**config.mk**
```make
export PLATFORM = sky130hd
export DESIGN_NAME = text_console_ctrl
export DESIGN_NICKNAME = d
export VERILOG_FILES = /design/src/rtl/text_console_ctrl.sv
export SDC_FILE = /design/constraint.sdc
export NUM_CORES = 1
export LEC_CHECK = 0
export ABC_CLOCK_PERIOD_IN_PS = 4300
export CAP_MARGIN = 20
export CORE_MARGIN = 4
export CORE_UTILIZATION = 50
export DETAILED_ROUTE_END_ITERATION = 8
export PLACE_DENSITY = 0.77
export SKIP_CTS_REPAIR_TIMING = 1
export SYNTH_ARGS = -nofsm -noshare
export SYNTH_HDL_FRONTEND = slang
export SYNTH_SLANG_ARGS = --single-unit
```
**constraint.sdc**
```tcl
create_clock -name pclk -period 4.3 [get_ports pclk]
set_input_delay 0.645 -clock pclk [delete_from_list [all_inputs] [get_ports pclk]]
set_output_delay 0.645 -clock pclk [all_outputs]
set_load 0.1 [all_outputs]
```
**src/rtl/text_console_ctrl.sv**
```systemverilog
// Character console write controller: turns a byte stream into VRAM writes
// on a single-port VRAM shared with scanout, which always wins the port.
module text_console_ctrl #(
   parameter int COLS = 70,
   parameter int ROWS = 30
) (
   input  logic        pclk,
   input  logic        resetn,
   input  logic        ch_valid,
   input  logic [7:0]  ch_data,
   output logic        ch_ready,
   input  logic        scan_valid,
   input  logic [6:0]  scan_x,
   input  logic [4:0]  scan_y,
   output logic [11:0] vram_addr,
   output logic        vram_we,
   output logic [7:0]  vram_wdata,
   output logic [6:0]  cur_x,
   output logic [4:0]  cur_y,
   output logic        busy
);

   // state   | meaning
   // S_IDLE  | accepting bytes; VRAM address parked on the cursor cell
   // S_WRITE | one latched character write waiting for a non-scan cycle
   // S_CLEAR | filling every cell with a space, stalled by scanout
   typedef enum logic [1:0] {
      S_IDLE  = 2'd0,
      S_WRITE = 2'd1,
      S_CLEAR = 2'd2
   } state_t;

   localparam int unsigned CELLS     = COLS * ROWS;
   localparam logic [11:0] LAST_ADDR = 12'(CELLS - 1);
   localparam logic [6:0]  LAST_COL  = 7'(COLS - 1);
   localparam logic [4:0]  LAST_ROW  = 5'(ROWS - 1);
   localparam logic [7:0]  CH_SPACE  = 8'h20;
   localparam logic [7:0]  CH_BS     = 8'h08;
   localparam logic [7:0]  CH_LF     = 8'h0A;
   localparam logic [7:0]  CH_FF     = 8'h0C;

   function automatic logic [11:0] cell_addr(input logic [6:0] x, input logic [4:0] y);
      return (12'(y) * 12'(COLS)) + 12'(x);
   endfunction

   state_t      r_state;
   state_t      w_state_nxt;
   logic [6:0]  r_cur_x;
   logic [4:0]  r_cur_y;
   logic [11:0] r_lat_addr;
   logic [7:0]  r_lat_data;
   logic        r_lat_adv;
   logic [11:0] r_clr_cnt;

   logic        w_accept;
   logic        w_printable;
   logic        w_is_bs;
   logic        w_bs_act;
   logic [11:0] w_cur_addr;
   logic [11:0] w_bs_addr;
   logic [11:0] w_scan_addr;
   logic [4:0]  w_row_inc;
   logic        w_clr_last;

   assign ch_ready    = resetn && (r_state == S_IDLE);
   assign w_accept    = ch_valid && ch_ready;
   assign w_printable = (ch_data >= 8'h20) && (ch_data <= 8'h7E);
   assign w_is_bs     = (ch_data == CH_BS);
   assign w_bs_act    = w_is_bs && (r_cur_x != 7'd0);
   assign w_cur_addr  = cell_addr(r_cur_x, r_cur_y);
   assign w_bs_addr   = cell_addr(r_cur_x - 7'd1, r_cur_y);
   assign w_scan_addr = cell_addr(scan_x, scan_y);
   assign w_row_inc   = (r_cur_y == LAST_ROW) ? 5'd0 : (r_cur_y + 5'd1);
   assign w_clr_last  = (r_clr_cnt == LAST_ADDR);

   assign cur_x = r_cur_x;
   assign cur_y = r_cur_y;
   assign busy  = (r_state != S_IDLE);

   always_ff @(posedge pclk or negedge resetn) begin
      if (!resetn) begin
         r_state <= S_IDLE;
      end else begin
         r_state <= w_state_nxt;
      end
   end

   always_comb begin
      w_state_nxt = r_state;
      vram_we     = 1'b0;
      vram_addr   = w_cur_addr;
      vram_wdata  = CH_SPACE;
      case (r_state)
         S_IDLE: begin
            if (w_accept) begin
               if (w_printable || w_bs_act) begin
                  w_state_nxt = S_WRITE;
               end else if (ch_data == CH_FF) begin
                  w_state_nxt = S_CLEAR;
               end
            end
         end
         S_WRITE: begin
            vram_addr  = r_lat_addr;
            vram_wdata = r_lat_data;
            if (!scan_valid) begin
               vram_we     = 1'b1;
               w_state_nxt = S_IDLE;
            end
         end
         S_CLEAR: begin
            vram_addr = r_clr_cnt;
            if (!scan_valid) begin
               vram_we = 1'b1;
               if (w_clr_last) begin
                  w_state_nxt = S_IDLE;
               end
            end
         end
         default: begin
            w_state_nxt = S_IDLE;
         end
      endcase
      // Scanout owns the port whenever it is in the active region.
      if (scan_valid) begin
         vram_addr = w_scan_addr;
         vram_we   = 1'b0;
      end
   end

   always_ff @(posedge pclk or negedge resetn) begin
      if (!resetn) begin
         r_cur_x    <= 7'd0;
         r_cur_y    <= 5'd0;
         r_lat_addr <= 12'd0;
         r_lat_data <= CH_SPACE;
         r_lat_adv  <= 1'b0;
         r_clr_cnt  <= 12'd0;
      end else begin
         case (r_state)
            S_IDLE: begin
               if (w_accept) begin
                  if (w_printable) begin
                     r_lat_addr <= w_cur_addr;
                     r_lat_data <= ch_data;
                     r_lat_adv  <= 1'b1;
                  end else if (ch_data == CH_LF) begin
                     r_cur_x <= 7'd0;
                     r_cur_y <= w_row_inc;
                  end else if (w_bs_act) begin
                     r_cur_x    <= r_cur_x - 7'd1;
                     r_lat_addr <= w_bs_addr;
                     r_lat_data <= CH_SPACE;
                     r_lat_adv  <= 1'b0;
                  end else if (ch_data == CH_FF) begin
                     r_clr_cnt <= 12'd0;
                  end
               end
            end
            S_WRITE: begin
               // Backspace already moved the cursor when it was accepted.
               if (!scan_valid && r_lat_adv) begin
                  if (r_cur_x == LAST_COL) begin
                     r_cur_x <= 7'd0;
                     r_cur_y <= w_row_inc;
                  end else begin
                     r_cur_x <= r_cur_x + 7'd1;
                  end
               end
            end
            S_CLEAR: begin
               if (!scan_valid) begin
                  if (w_clr_last) begin
                     r_cur_x   <= 7'd0;
                     r_cur_y   <= 5'd0;
                     r_clr_cnt <= 12'd0;
                  end else begin
                     r_clr_cnt <= r_clr_cnt + 12'd1;
                  end
               end
            end
            default: begin
               r_lat_adv <= 1'b0;
            end
         endcase
      end
   end

endmodule
```
==> metrics.log <==
INFO  metric port_buffers = 58
INFO  metric timing.critical_path.arrival = 3600 ps
INFO  metric via_per_inst = 6.075
INFO  metric area_of_the_mapped_netlist = 4795 sq um
INFO  metric die_y = 105.9 um
INFO  metric top_area_cells_in_the_synthesized_netlist = dfrtp_1, ha_1, nand2_1
INFO  metric drive_above_1_share = 0.2407
INFO  metric synth_top_area_share = 0.2401
INFO  metric max_freq = 0.2356 GHz
INFO  metric cap_violations = 0
INFO  metric synth.most_common_cell = nand2_1
INFO  metric cts.sink_count = 47
INFO  metric cell_rows = 35
INFO  metric total_negative_setup_slack = 0 ps
INFO  metric grt_first_pass_wirelength = 22,690 um
INFO  metric seq_area_frac_synth = 0.2456
INFO  metric dp.final_hpwl = 10,430 um
INFO  metric layout.area.seq = 1191 sq um
INFO  metric status = completed
INFO  metric worst_clock_skew = 5.804 ps
INFO  metric num_io_pins = 59
INFO  metric async_flop_share = 1.000
INFO  metric cts_root_buffer = clkbuf_8
INFO  metric finalCriticalPeriod = 4245 ps
INFO  metric first_global_vias = 4,645
INFO  metric cts_buffers = 5
INFO  metric layout.filler_cells = 745
INFO  metric clkLatencyLatePin = 310 ps
INFO  metric synth_nets = 668
INFO  metric final-max-slew-violation-count = 0
INFO  metric synthesized_area_per_cell = 8.182 sq um
INFO  metric critical_path_peak_fanout = 5
INFO  metric final_core_util = 0.6995
INFO  metric detailroute.via_count = 4,848
INFO  metric fp.dieW = 105.9 um
INFO  metric drt-total-wl = 14,230 um
INFO  metric postRouteAntennaNets = 0
INFO  metric drt_first_iter_violations = 315
INFO  metric tritoncts = yes
INFO  metric worst_hold_slack = 468.3 ps
INFO  metric timing.hold.worst.class = flop to flop
INFO  metric wl_per_cell = 17.84 um
INFO  metric final_non_filler_cell_total = 798
INFO  metric synth-seq-cells = 47
INFO  metric finalWeightedCongestion = 0.9404
INFO  metric timing_worst_slew_pin_value = 983.2 ps
INFO  metric antenna_violations_before_repair = 0
INFO  metric grt_start_max_net_pins = 49
INFO  metric clk_pin_slew = 100 ps
INFO  metric synth_enable_flop_cells = 0
INFO  metric multiInputGateArea = 3906 sq um
INFO  metric grt_overflow = 0
INFO  metric worst_slack = 54.83 ps
INFO  metric setup_violations = 0
INFO  metric netlist_instances = 586
INFO  metric max-slew-margin-rel = 0.3425
INFO  metric setup.worst_path.start_class = input port
INFO  metric dpl_cell_area = 5949 sq um
INFO  metric groute.usage.overall = 0.2434
INFO  metric worst-endpoint-required = 3650 ps
INFO  metric cts_max_path_buffers = 2
INFO  metric vdd_ir_drop_max = 0.7285 mV
INFO  metric design.die.area = 11,220 sq um
INFO  metric p_leak = 2.756 nW
INFO  metric detail_route.first_pass.iterations = 5
INFO  metric stdcell_area = 6494 sq um
INFO  metric core_area = 9284 sq um
INFO  metric synthDominantAreaCellType = dfrtp_1
INFO  metric end_kind = primary output
INFO  metric power.density_cell_area = 682.6 nW/um^2
INFO  metric p_total = 4.433 mW
INFO  metric drc_errors = 0
INFO  metric syn_to_final_growth = 35.44%
INFO  metric synth_common_cells = nand2_1, ha_1, dfrtp_1
INFO  metric timing_hold_violations_final = 0
INFO  metric yosysWarnings = 0
INFO  metric critPathKind = input port to primary output
INFO  metric synthDistinctLibCells = 72
INFO  metric layout_worst_path_cycle_share = 0.9872
INFO  metric cts_max_level = 2
INFO  metric floorplan.initialDensity = 0.5164
INFO  metric antennaDiodeCount = 0
INFO  metric detailedPlace.worstSlack = -470.4 ps
INFO  metric placed_cells = 774
INFO  metric ys.flop_type = dfrtp_1
INFO  metric count_of_nets_after_finishing = 750
-- registers in the layout (all words and copies together), names as in the netlist --
| name | cells |
|---|---|
| r_clr_cnt | 12 |
| r_lat_addr | 12 |
| r_lat_data | 8 |
| cur_x | 7 |
| cur_y | 5 |
| r_state | 2 |
| r_lat_adv | 1 |
-- cell type report --
cell class	count	share of cell area
multi-input combinational	479	0.6015
sequential	47	0.1834
timing repair buffer	103	0.1518
tap	129	0.02486
inverter	32	0.02042
clock buffer	5	0.01060
clock inverter	3	0.007322
-- metal layers --
layer / track usage / vias up / routed length, um
li1: - / 2326 / -
met1: 0.3285 / 2351 / 6279
met2: 0.4203 / 146 / 7122
met3: 0.03279 / 25 / 633
met4: 0.04625 / 0 / 198
met5: 0 / - / 0
-- path summary, 6_finish.rpt --
kind | from | endpoint | slack [ps] | cells past startpoint
worst max-delay path | scan_y[3] | vram_addr[9] | 50 | 16
worst min-delay path | r_lat_data[6] | r_lat_data[6] | 470 | 2
worst max register to register | cur_y[2] | r_lat_addr[10] | 630 | 12
worst min register to register | r_lat_data[6] | r_lat_data[6] | 470 | 2
max in group asynchronous | resetn | cur_y[4] | 3330 | 2
min in group asynchronous | resetn | r_clr_cnt[3] | 490 | 2
-- where the power goes --
part | internal (mW) | switching, mW
clock network | 0.177 | 0.171
registers | 0.560 | 0.165
logic | 1.17 | 2.19
total | 1.91 | 2.52
-- worst max-delay path: stages --
cell     delay (ps)
buf_8            90
inv_6            30
ha_4            230
inv_4            50
ha_4            120
inv_2            30
fa_2            600
xor2_1          190
ha_2            220
buf_6           110
nor2_4           40
a211o_4         330
a22o_1          230
o21a_1          210
o32ai_4         250
buf_12          210
-- cell usage in the layout (no fill, tap or decap), drive strengths merged, types with 6 or more instances in the layout --
master | netlist | layout
a22o | 6 | 6
nor2b | 6 | 6
nand2b | 6 | 6
o211ai | 10 | 10
o21ai | 49 | 49
nand3 | 17 | 17
a31oi | 12 | 12
clkdlybuf4s50 | 0 | 32
a21oi | 29 | 29
nor3 | 14 | 14
xor2 | 10 | 10
nand2 | 60 | 60
ha | 53 | 53
a21o | 6 | 6
a211oi | 9 | 9
nor2 | 36 | 36
and2 | 11 | 11
or2 | 9 | 9
o31ai | 22 | 22
o21a | 11 | 11
dfrtp | 46 | 46
inv | 31 | 32
clkbuf | 26 | 6
xnor2 | 20 | 20
buf | 2 | 67
-- kinds of logic (layout without fill, tap and decap cells) --
family / count (synthesis) / after routing / synth area share
AO/OA/AOI/OAI: 200 / 200 / 0.2899
AND/OR/NAND/NOR: 191 / 191 / 0.2030
buffers and inverters: 60 / 143 / 0.04749
adder cells (fa/ha/maj): 58 / 58 / 0.1592
flip-flops: 47 / 47 / 0.2456
XOR/XNOR: 30 / 30 / 0.05480
No activity file was read; power rests on OpenSTA's default activity.
